File: src/rtl/poss_pkg.sv
// poss_pkg -- shared types and default widths for the power-on self-set
// table player.
//   poss_state_t : playback FSM states
//   poss_entry_t : one table entry {last, addr, data} at the default widths
package poss_pkg;

  localparam int POSS_ROM_AW_DEF = 6;
  localparam int POSS_ADDR_W_DEF = 16;
  localparam int POSS_DATA_W_DEF = 16;
  localparam int POSS_TO_CYC_DEF = 255;

  // Timeout counter width; covers the full TO_CYC range 1..65535.
  localparam int POSS_TO_W = 16;

  typedef enum logic [2:0] {
    ST_IDLE,
    ST_FETCH,
    ST_LATCH,
    ST_WRITE,
    ST_DONE,
    ST_HOLD
  } poss_state_t;

  typedef struct packed {
    logic                       last;
    logic [POSS_ADDR_W_DEF-1:0] addr;
    logic [POSS_DATA_W_DEF-1:0] data;
  } poss_entry_t;

endpackage

File: src/rtl/poss_table_player_if.sv
// poss_table_player_if -- table ROM read port plus register-bus write port.
//   rom_addr : table read address (player -> ROM)
//   rom_data : {last, addr, data}, valid one cycle after rom_addr (ROM -> player)
//   wr_req   : bus write request (player -> bus)
//   wr_addr  : bus write address (player -> bus)
//   wr_data  : bus write data (player -> bus)
//   wr_ack   : bus write accepted (bus -> player)
// Modports: master = the player, slave = ROM / register bus side.
interface poss_table_player_if #(
  parameter int ROM_AW = poss_pkg::POSS_ROM_AW_DEF,
  parameter int ADDR_W = poss_pkg::POSS_ADDR_W_DEF,
  parameter int DATA_W = poss_pkg::POSS_DATA_W_DEF
);

  logic [ROM_AW-1:0]        rom_addr;
  logic [ADDR_W+DATA_W:0]   rom_data;
  logic                     wr_req;
  logic [ADDR_W-1:0]        wr_addr;
  logic [DATA_W-1:0]        wr_data;
  logic                     wr_ack;

  modport master (
    output rom_addr,
    input  rom_data,
    output wr_req,
    output wr_addr,
    output wr_data,
    input  wr_ack
  );

  modport slave (
    input  rom_addr,
    output rom_data,
    input  wr_req,
    input  wr_addr,
    input  wr_data,
    output wr_ack
  );

endinterface

File: src/rtl/poss_table_player.sv
// poss_table_player -- walks an (address, data) initialisation table held in
// an external synchronous ROM and issues one register-bus write per entry
// while the loader holds run high. Ends with a one-cycle done pulse.
// Ports:
//   clk   : system clock
//   rst   : synchronous reset, active-high
//   run   : playback request level from the loader
//   bus   : ROM read port + register-bus write port (master side)
//   done  : one-cycle pulse at the end of a completed playback
//   error : sticky, a write timed out during the last playback
//   busy  : high in every state except IDLE and HOLD
module poss_table_player #(
  parameter int ROM_AW = poss_pkg::POSS_ROM_AW_DEF,
  parameter int ADDR_W = poss_pkg::POSS_ADDR_W_DEF,
  parameter int DATA_W = poss_pkg::POSS_DATA_W_DEF,
  parameter int TO_CYC = poss_pkg::POSS_TO_CYC_DEF
) (
  input  logic                 clk,
  input  logic                 rst,
  input  logic                 run,
  poss_table_player_if.master  bus,
  output logic                 done,
  output logic                 error,
  output logic                 busy
);

  import poss_pkg::*;

  localparam logic [ROM_AW-1:0]    IDX_MAX  = '1;
  localparam logic [POSS_TO_W-1:0] TO_LIMIT = POSS_TO_W'(TO_CYC);

  poss_state_t            state_q, state_d;
  logic                   run_q, run_qq;
  logic [ROM_AW-1:0]      index_q, index_d;
  logic [POSS_TO_W-1:0]   to_cnt_q, to_cnt_d;
  logic                   last_q, last_d;
  logic [ADDR_W-1:0]      wr_addr_q, wr_addr_d;
  logic [DATA_W-1:0]      wr_data_q, wr_data_d;
  logic                   error_q, error_d;
  // Set when run went low during a write; the handshake still completes,
  // but playback then returns to IDLE instead of continuing.
  logic                   abort_q, abort_d;

  logic                   run_rise;
  logic                   run_low;
  logic                   timeout;
  logic                   final_entry;
  logic                   ent_last;
  logic [ADDR_W-1:0]      ent_addr;
  logic [DATA_W-1:0]      ent_data;

  // Edge detection works on the registered copy of run, which is what
  // gives the FETCH-at-N+1 start latency.
  assign run_rise    = run_q & ~run_qq;
  assign run_low     = ~run_q;
  assign timeout     = (to_cnt_q == TO_LIMIT);
  // The top table slot ends playback even without its last flag, so the
  // index never wraps back to 0.
  assign final_entry = last_q | (index_q == IDX_MAX);

  assign ent_last = bus.rom_data[ADDR_W+DATA_W];
  assign ent_addr = bus.rom_data[ADDR_W+DATA_W-1 -: ADDR_W];
  assign ent_data = bus.rom_data[DATA_W-1:0];

  always_comb begin
    state_d   = state_q;
    index_d   = index_q;
    to_cnt_d  = to_cnt_q;
    last_d    = last_q;
    wr_addr_d = wr_addr_q;
    wr_data_d = wr_data_q;
    error_d   = error_q;
    abort_d   = abort_q;

    unique case (state_q)
      ST_IDLE: begin
        index_d = '0;
        if (run_rise) begin
          error_d = 1'b0;
          state_d = ST_FETCH;
        end
      end

      ST_FETCH: begin
        if (run_low) begin
          index_d = '0;
          state_d = ST_IDLE;
        end else begin
          state_d = ST_LATCH;
        end
      end

      ST_LATCH: begin
        if (run_low) begin
          index_d = '0;
          state_d = ST_IDLE;
        end else begin
          last_d    = ent_last;
          wr_addr_d = ent_addr;
          wr_data_d = ent_data;
          to_cnt_d  = '0;
          abort_d   = 1'b0;
          state_d   = ST_WRITE;
        end
      end

      ST_WRITE: begin
        if (run_low) begin
          abort_d = 1'b1;
        end
        // Ack is tested before the timeout so a coincident ack wins.
        if (bus.wr_ack) begin
          if (abort_q || run_low) begin
            index_d = '0;
            state_d = ST_IDLE;
          end else if (final_entry) begin
            state_d = ST_DONE;
          end else begin
            index_d = index_q + ROM_AW'(1);
            state_d = ST_FETCH;
          end
        end else if (timeout) begin
          error_d = 1'b1;
          if (abort_q || run_low) begin
            index_d = '0;
            state_d = ST_IDLE;
          end else begin
            state_d = ST_DONE;
          end
        end else begin
          to_cnt_d = to_cnt_q + POSS_TO_W'(1);
        end
      end

      ST_DONE: begin
        state_d = ST_HOLD;
      end

      ST_HOLD: begin
        if (run_low) begin
          index_d = '0;
          state_d = ST_IDLE;
        end
      end

      default: begin
        index_d = '0;
        state_d = ST_IDLE;
      end
    endcase
  end

  always_ff @(posedge clk) begin
    if (rst) begin
      state_q   <= ST_IDLE;
      run_q     <= 1'b0;
      run_qq    <= 1'b0;
      index_q   <= '0;
      to_cnt_q  <= '0;
      last_q    <= 1'b0;
      wr_addr_q <= '0;
      wr_data_q <= '0;
      error_q   <= 1'b0;
      abort_q   <= 1'b0;
    end else begin
      state_q   <= state_d;
      run_q     <= run;
      run_qq    <= run_q;
      index_q   <= index_d;
      to_cnt_q  <= to_cnt_d;
      last_q    <= last_d;
      wr_addr_q <= wr_addr_d;
      wr_data_q <= wr_data_d;
      error_q   <= error_d;
      abort_q   <= abort_d;
    end
  end

  assign bus.rom_addr = index_q;
  assign bus.wr_req   = (state_q == ST_WRITE);
  assign bus.wr_addr  = wr_addr_q;
  assign bus.wr_data  = wr_data_q;
  assign done         = (state_q == ST_DONE);
  assign error        = error_q;
  assign busy         = (state_q != ST_IDLE) && (state_q != ST_HOLD);

endmodule
File: src/flat_wrapper.sv
// flat-port wrapper written by rule: the top's interface ports become plain ports
module poss_table_player_flat import poss_pkg::*;
#(
  parameter int ROM_AW = poss_pkg::POSS_ROM_AW_DEF,
  parameter int ADDR_W = poss_pkg::POSS_ADDR_W_DEF,
  parameter int DATA_W = poss_pkg::POSS_DATA_W_DEF,
  parameter int TO_CYC = poss_pkg::POSS_TO_CYC_DEF
)
  (clk, rst, run, done, error, busy, bus_rom_addr, bus_rom_data, bus_wr_req, bus_wr_addr, bus_wr_data, bus_wr_ack);
  poss_table_player_if #(.ROM_AW(ROM_AW), .ADDR_W(ADDR_W), .DATA_W(DATA_W)) bus_i ();
  input  logic clk;
  input  logic rst;
  input  logic run;
  output logic done;
  output logic error;
  output logic busy;
  output wire logic [$bits(bus_i.rom_addr)-1:0] bus_rom_addr;
  input wire logic [$bits(bus_i.rom_data)-1:0] bus_rom_data;
  output wire logic [$bits(bus_i.wr_req)-1:0] bus_wr_req;
  output wire logic [$bits(bus_i.wr_addr)-1:0] bus_wr_addr;
  output wire logic [$bits(bus_i.wr_data)-1:0] bus_wr_data;
  input wire logic [$bits(bus_i.wr_ack)-1:0] bus_wr_ack;
  assign bus_rom_addr = bus_i.rom_addr;
  assign bus_i.rom_data = bus_rom_data;
  assign bus_wr_req = bus_i.wr_req;
  assign bus_wr_addr = bus_i.wr_addr;
  assign bus_wr_data = bus_i.wr_data;
  assign bus_i.wr_ack = bus_wr_ack;
  poss_table_player #(.ROM_AW(ROM_AW), .ADDR_W(ADDR_W), .DATA_W(DATA_W), .TO_CYC(TO_CYC)) u_core (.clk(clk), .rst(rst), .run(run), .bus(bus_i), .done(done), .error(error), .busy(busy));
endmodule
File: config.mk
export PLATFORM = sky130hd
export DESIGN_NAME = poss_table_player_flat
export DESIGN_NICKNAME = d
export VERILOG_FILES = /design/src/rtl/poss_pkg.sv /design/src/rtl/poss_table_player_if.sv /design/src/rtl/poss_table_player.sv /design/src/flat_wrapper.sv
export SDC_FILE = /design/constraint.sdc
export NUM_CORES = 1
export LEC_CHECK = 0
export ABC_AREA = 1
export BUFFER_PORTS_ARGS = -buffer_cell sky130_fd_sc_hd__buf_2
export CORE_ASPECT_RATIO = 0.7
export CORE_MARGIN = 10
export CORE_UTILIZATION = 56
export CTS_CLUSTER_SIZE = 20
export DETAILED_ROUTE_END_ITERATION = 7
export GPL_TIMING_DRIVEN = 0
export PLACE_DENSITY = 0.95
export SLEW_MARGIN = 10
export SYNTH_ARGS = -nofsm -noshare
export SYNTH_HDL_FRONTEND = slang
export SYNTH_SLANG_ARGS = --single-unit
File: constraint.sdc
create_clock -name clk -period 2.6 [get_ports clk]
set_input_delay 0.78 -clock clk [delete_from_list [all_inputs] [get_ports clk]]
set_output_delay 0.78 -clock clk [all_outputs]
set_load 0.005 [all_outputs]
After elaboration in Yosys (flattened, before gate mapping) --
Index checks and enable logic that the tools add are counted.
Operators by class: add/subtract/negate cells 2, eq/ne operators 19, multiplexer cells 28, bitwise operators 5, reduce and logical (&&, ||, !) cells 13
Operators by type and width (number):
- two-way mux 16 bit | 3
- two-way mux 6 bit | 6
- case mux 16 bit (2 select lines) | 1
- two-way mux 3 bit | 7
- case mux 3 bit (6 select lines) | 1
- case mux 6 bit (3 select lines) | 1
- adder 16 x 1 -> 16 bit, second input constant | 1
- equality test 16 x 8 -> 1 bit, second input constant | 1
- inequality test 2 bit, second input constant | 5
- AND reduction 4 bit | 2
- adder 6 x 1 -> 6 bit, second input constant | 1
- equality test 3 x 2 -> 1 bit, second input constant | 2
- equality test 3 bit, second input constant | 2
- equality test 6 bit, second input constant | 1
- inequality test 2 x 1 -> 1 bit, second input constant | 3
- inequality test 3 x 1 -> 1 bit, second input constant | 2
- inequality test 3 bit, second input constant | 2
- AND reduction 3 bit | 2
- two-way mux 1 bit | 5
- AND reduction 5 bit | 1
- two-way mux 2 bit | 2
- case mux 1 bit (2 select lines) | 2
- nonzero test 2 bit | 2
- equality test 3 x 1 -> 1 bit, second input constant | 1
- 9 further kinds | 11
Storage, ports and cells: flip-flop bits (word level) 62, output and inout bits 42, logic and storage cells 77

Depth between registers and ports, before layout --
depth in word-level cells 6, gate-level depth with buffers 12, mapped depth without buffers 12

Worst setup path after synthesis --
Ideal clock, no wire load.
kind input to register, start input port bus_wr_ack, end register u_core.to_cnt_q[13], setup time 0.071 ns, arrival time 1.546 ns, slack 0.983 ns, stages 6, path through nor2_2 nand2_8 nand2_4 buf_2 nand4_1 a21oi_1
On the way: cells in the longest elaborated chain, start to end 2
Ends and longest elaborated chain:
- start: declaration | RTL line flat_wrapper.sv:22 | input wire logic [$bits(bus_i.wr_ack)-1:0] bus_wr_ack;
- inequality test 2 bit (no line)
- AND reduction 4 bit (no line)
- end signal: assignment | RTL line poss_table_player.sv:170 | to_cnt_q <= to_cnt_d;
- end: declaration | RTL line poss_table_player.sv:35 | logic [POSS_TO_W-1:0] to_cnt_q, to_cnt_d;
No other way between the ends. A chain may end at the register's enable or synchronous reset.

Final worst setup path --
start register u_core.state_q[1], end output port busy
On the way: cells in the longest elaborated chain, start to end 2
Ends and longest elaborated chain:
- start: declaration | RTL line poss_table_player.sv:32 | poss_state_t state_q, state_d;
- start signal: assignment | RTL line poss_table_player.sv:166 | state_q <= state_d;
- inequality test 3 bit / nonzero test 3 bit (equally long branches) | RTL line poss_table_player.sv:185 | assign busy = (state_q != ST_IDLE) && (state_q != ST_HOLD);
- logical AND 1 bit (*) | RTL line poss_table_player.sv:185
- end: declaration | RTL line flat_wrapper.sv:16 | output logic busy;
Every way passes the cells marked *; elsewhere a longest branch is shown, timed or not.

==> impl_metrics.tcl <==
set metrics [dict create \
    ir_drop_uv 469.8 \
    drive_above_1_share_pct 23.29 \
    fin_ws_ns 0.3965 \
    power_frac_clock_pct 51.3 \
    drtIter0Drc 441 \
    dr.pass1.iters 5 \
    startpoint_type "flip-flop" \
    die_h_um 79.76 \
    combPwrFrac_pct 5.3 \
    wl_per_cell_um 15.49 \
    die-area_um2 8403 \
    grtUsageTotal_pct 21.59 \
    outcome "completed" \
    post-route-drc-count 0 \
    tritoncts "done" \
    synth-simple-area-share_pct 35.22 \
    critPathMaxFanout 4 \
    avgSynthCellArea_um2 6.850 \
    clkLatencyLatePin_ns 0.35 \
    htreeDepth 3 \
    setup-tns-final_ns 0 \
    dp_slack_ns 0.6230 \
    grt_pass1_vias 3112 \
    worst_ep_arrival_time_ns 1.42 \
    clockBufferDepth 2 \
    cts_made_buffers 9 \
    vias 3234 \
    synthesis.area_um2 2856 \
    min_period_over_period_pct 84.75 \
    max_freq_mhz 453.8 \
    p_sw_share_pct 21.89 \
    ys_types 26 \
    cp.required_ns 1.82 \
    post-cts-setup-buffers 0 \
    synth_cells 417 \
    grt_max_degree 13 \
    synth_fp_nets 456 \
    area_growth_pct 26.11 \
    powerDensity_nw_per_um2 619.6 \
    diodes 0 \
    viasPerCell 5.576 \
    drv_slew 0 \
    ys_ff_latch 62 \
    cts_resized 0 \
    power_switching_w 0.0004885 \
    seq_area_um2 1241 \
    place.gp.congestion 0.9472 \
    io_pins 79 \
    clockRootBuffer "clkbuf_8" \
    rows 21 \
    io_buffers 78 \
    internal_power_w 0.001743 \
    grt_pass1_wl_mm 14.87 \
    fillers 341 \
    hold_path.class "reg2reg" \
    final_cells 580 \
    finalCriticalPeriod_ns 2.203 \
    hold_buffers 0 \
    dpl.cell_count 564 \
    p_leak_nw 1.606 \
    rr_worst_depth 12 \
    pwr-share-seq_pct 43.3 \
    synth_top_family_by_area "simple AND/OR/NAND/NOR gates" \
    yosys_warnings 0 \
    dp_hpwl_mm 6.197 \
    crit_path_end_kind "output port" \
    ant_nets 0 \
    min_path_cells 2 \
    worst_setup_hold_path_clk_slew_ns 0.07 \
    finClkSkew_ns 0.004305 \
    initial_core_util_pct 58.76 \
    max_slew_margin_pct 62.70 \
    ys_seq_area_share_pct 43.45 \
    grt_overflow_total 0 \
    synth_xor_area_share_pct 1.226 \
    finalSetupViolations 0 \
    die_w_um 105.4 \
    fin_nets 545 \
    cts_sinks 62 \
    wirelength_mm 8.982 \
    synth_mux_area_share_pct 0 \
    total_power_w 0.002232 \
    synth-compound-area-share_pct 12.44 \
    core_region_area_um2 4861 \
    tightest_slew_ns 0.5594 \
    rsz0062_at_grt "no" \
    multiInputGateArea_um2 1421 \
    synth-adder-area-share_pct 0.8760 \
    path_class "reg2out" \
    antenna_found_initial 0 \
    final-hold-violation-count 0 \
    cap_violations 0 \
]
[layout by cell type (no fill, tap or decap), types with 3 or more instances in the layout]
cell type / count
nor2_1: 108
nand4_1: 13
clkbuf_1: 8
bufinv_16: 4
nor2_2: 3
dfxtp_1: 62
buf_2: 83
inv_1: 25
nand2_1: 77
nand3_1: 21
inv_2: 7
o21ai_0: 38
xor2_1: 4
a21oi_1: 26
clkbuf_8: 9
nor3_1: 3
[layout make-up]
cell class / count / area share, %
buffer: 15 / 2.049
clock buffer: 9 / 3.439
clock inverter: 7 / 4.029
inverter: 32 / 3.334
multi-input combinational: 308 / 39.46
sequential: 62 / 34.46
tap: 69 / 2.397
timing repair buffer: 78 / 10.84
[worst max-delay path, cell delays in order, from the launching register on]
cell and delay (ns):
dfxtp_1 0.42, nor2_1 0.11, nand2_1 0.15, inv_1 0.07
a21oi_1 0.18, buf_2 0.15
[state kept, by name, summed over array words and instances (netlist names)]
name,count
u_core.bus.wr_data,16
u_core.to_cnt_q,16
u_core.error,1
u_core.bus.wr_addr,16
u_core.run_q,1
u_core.run_qq,1
u_core.bus.rom_addr,6
u_core.abort_q,1
u_core.last_q,1
u_core.state_q,3
[logic make-up (layout without fill, tap and decap cells)]
| group | after synthesis | after routing |
|---|---|---|
| AND/OR/NAND/NOR | 234 | 234 |
| AO/OA/AOI/OAI | 68 | 68 |
| flip-flops | 62 | 62 |
| buffers and inverters | 47 | 141 |
| XOR/XNOR | 4 | 4 |
| adder cells (fa/ha/maj) | 2 | 2 |
[final timing paths]
path                            from            endpoint  slack, ns
hold reg to reg         u_core.error        u_core.error       0.46
hold / removal          u_core.error        u_core.error       0.46
setup reg to reg  u_core.to_cnt_q[0]  u_core.to_cnt_q[9]       0.65
setup / recovery   u_core.state_q[1]                busy       0.40
[per-stage QoR]
stage	hold WS (ns)	utilization, %	area (um2)
after global routing	0.4958	74.11	3602
after CTS	0.4564	74.11	3602
final	0.4580	74.11	3602
after floorplan	0.4351	-	2856
after global placement	0.4333	68.57	3333
after detailed placement	0.4460	68.57	3333
[power by group through the flow]
stage / clock [W] / combinational [W] / sequential, W
after floorplan: 0 / 0.0000595 / 0.000987
after detailed placement: 0 / 0.000113 / 0.000988
after global placement: 0 / 0.000107 / 0.000987
after CTS: 0.00115 / 0.000117 / 0.000967
final: 0.00115 / 0.000119 / 0.000967
after global routing: 0.00119 / 0.000133 / 0.000968
[synthesized netlist by cell type]
cell | number | share of area, %
nand3b_1 | 2 | 0.53
clkbuf_1 | 8 | 1.1
nand3_1 | 21 | 3.7
ha_1 | 2 | 0.88
nor2_1 | 108 | 14
a211oi_1 | 1 | 0.26
nand2_2 | 2 | 0.44
inv_1 | 25 | 3.3
dfxtp_1 | 62 | 43
xor2_1 | 4 | 1.2
nand2_4 | 2 | 0.79
nand3_2 | 1 | 0.35
a211oi_2 | 1 | 0.44
o21ai_0 | 38 | 6.7
nor2_2 | 3 | 0.66
nand2_8 | 1 | 0.70
nand4_1 | 13 | 2.8
nand2_1 | 77 | 10
buf_6 | 1 | 0.39
buf_2 | 5 | 0.88
o21bai_1 | 2 | 0.53
nor2_4 | 1 | 0.39
a21oi_1 | 26 | 4.6
nor3_1 | 3 | 0.53
inv_2 | 7 | 0.92
buf_4 | 1 | 0.26
[layer usage]
| metal | wire, um | vias up | GRT usage, % |
|---|---|---|---|
| li1 | - | 1519 | - |
| met1 | 3488 | 1445 | 24.44 |
| met2 | 4102 | 216 | 34.32 |
| met3 | 934 | 54 | 8.226 |
| met4 | 456 | 0 | 12.84 |
| met5 | 0 | - | 0 |
No activity file was read; power rests on OpenSTA's default activity.
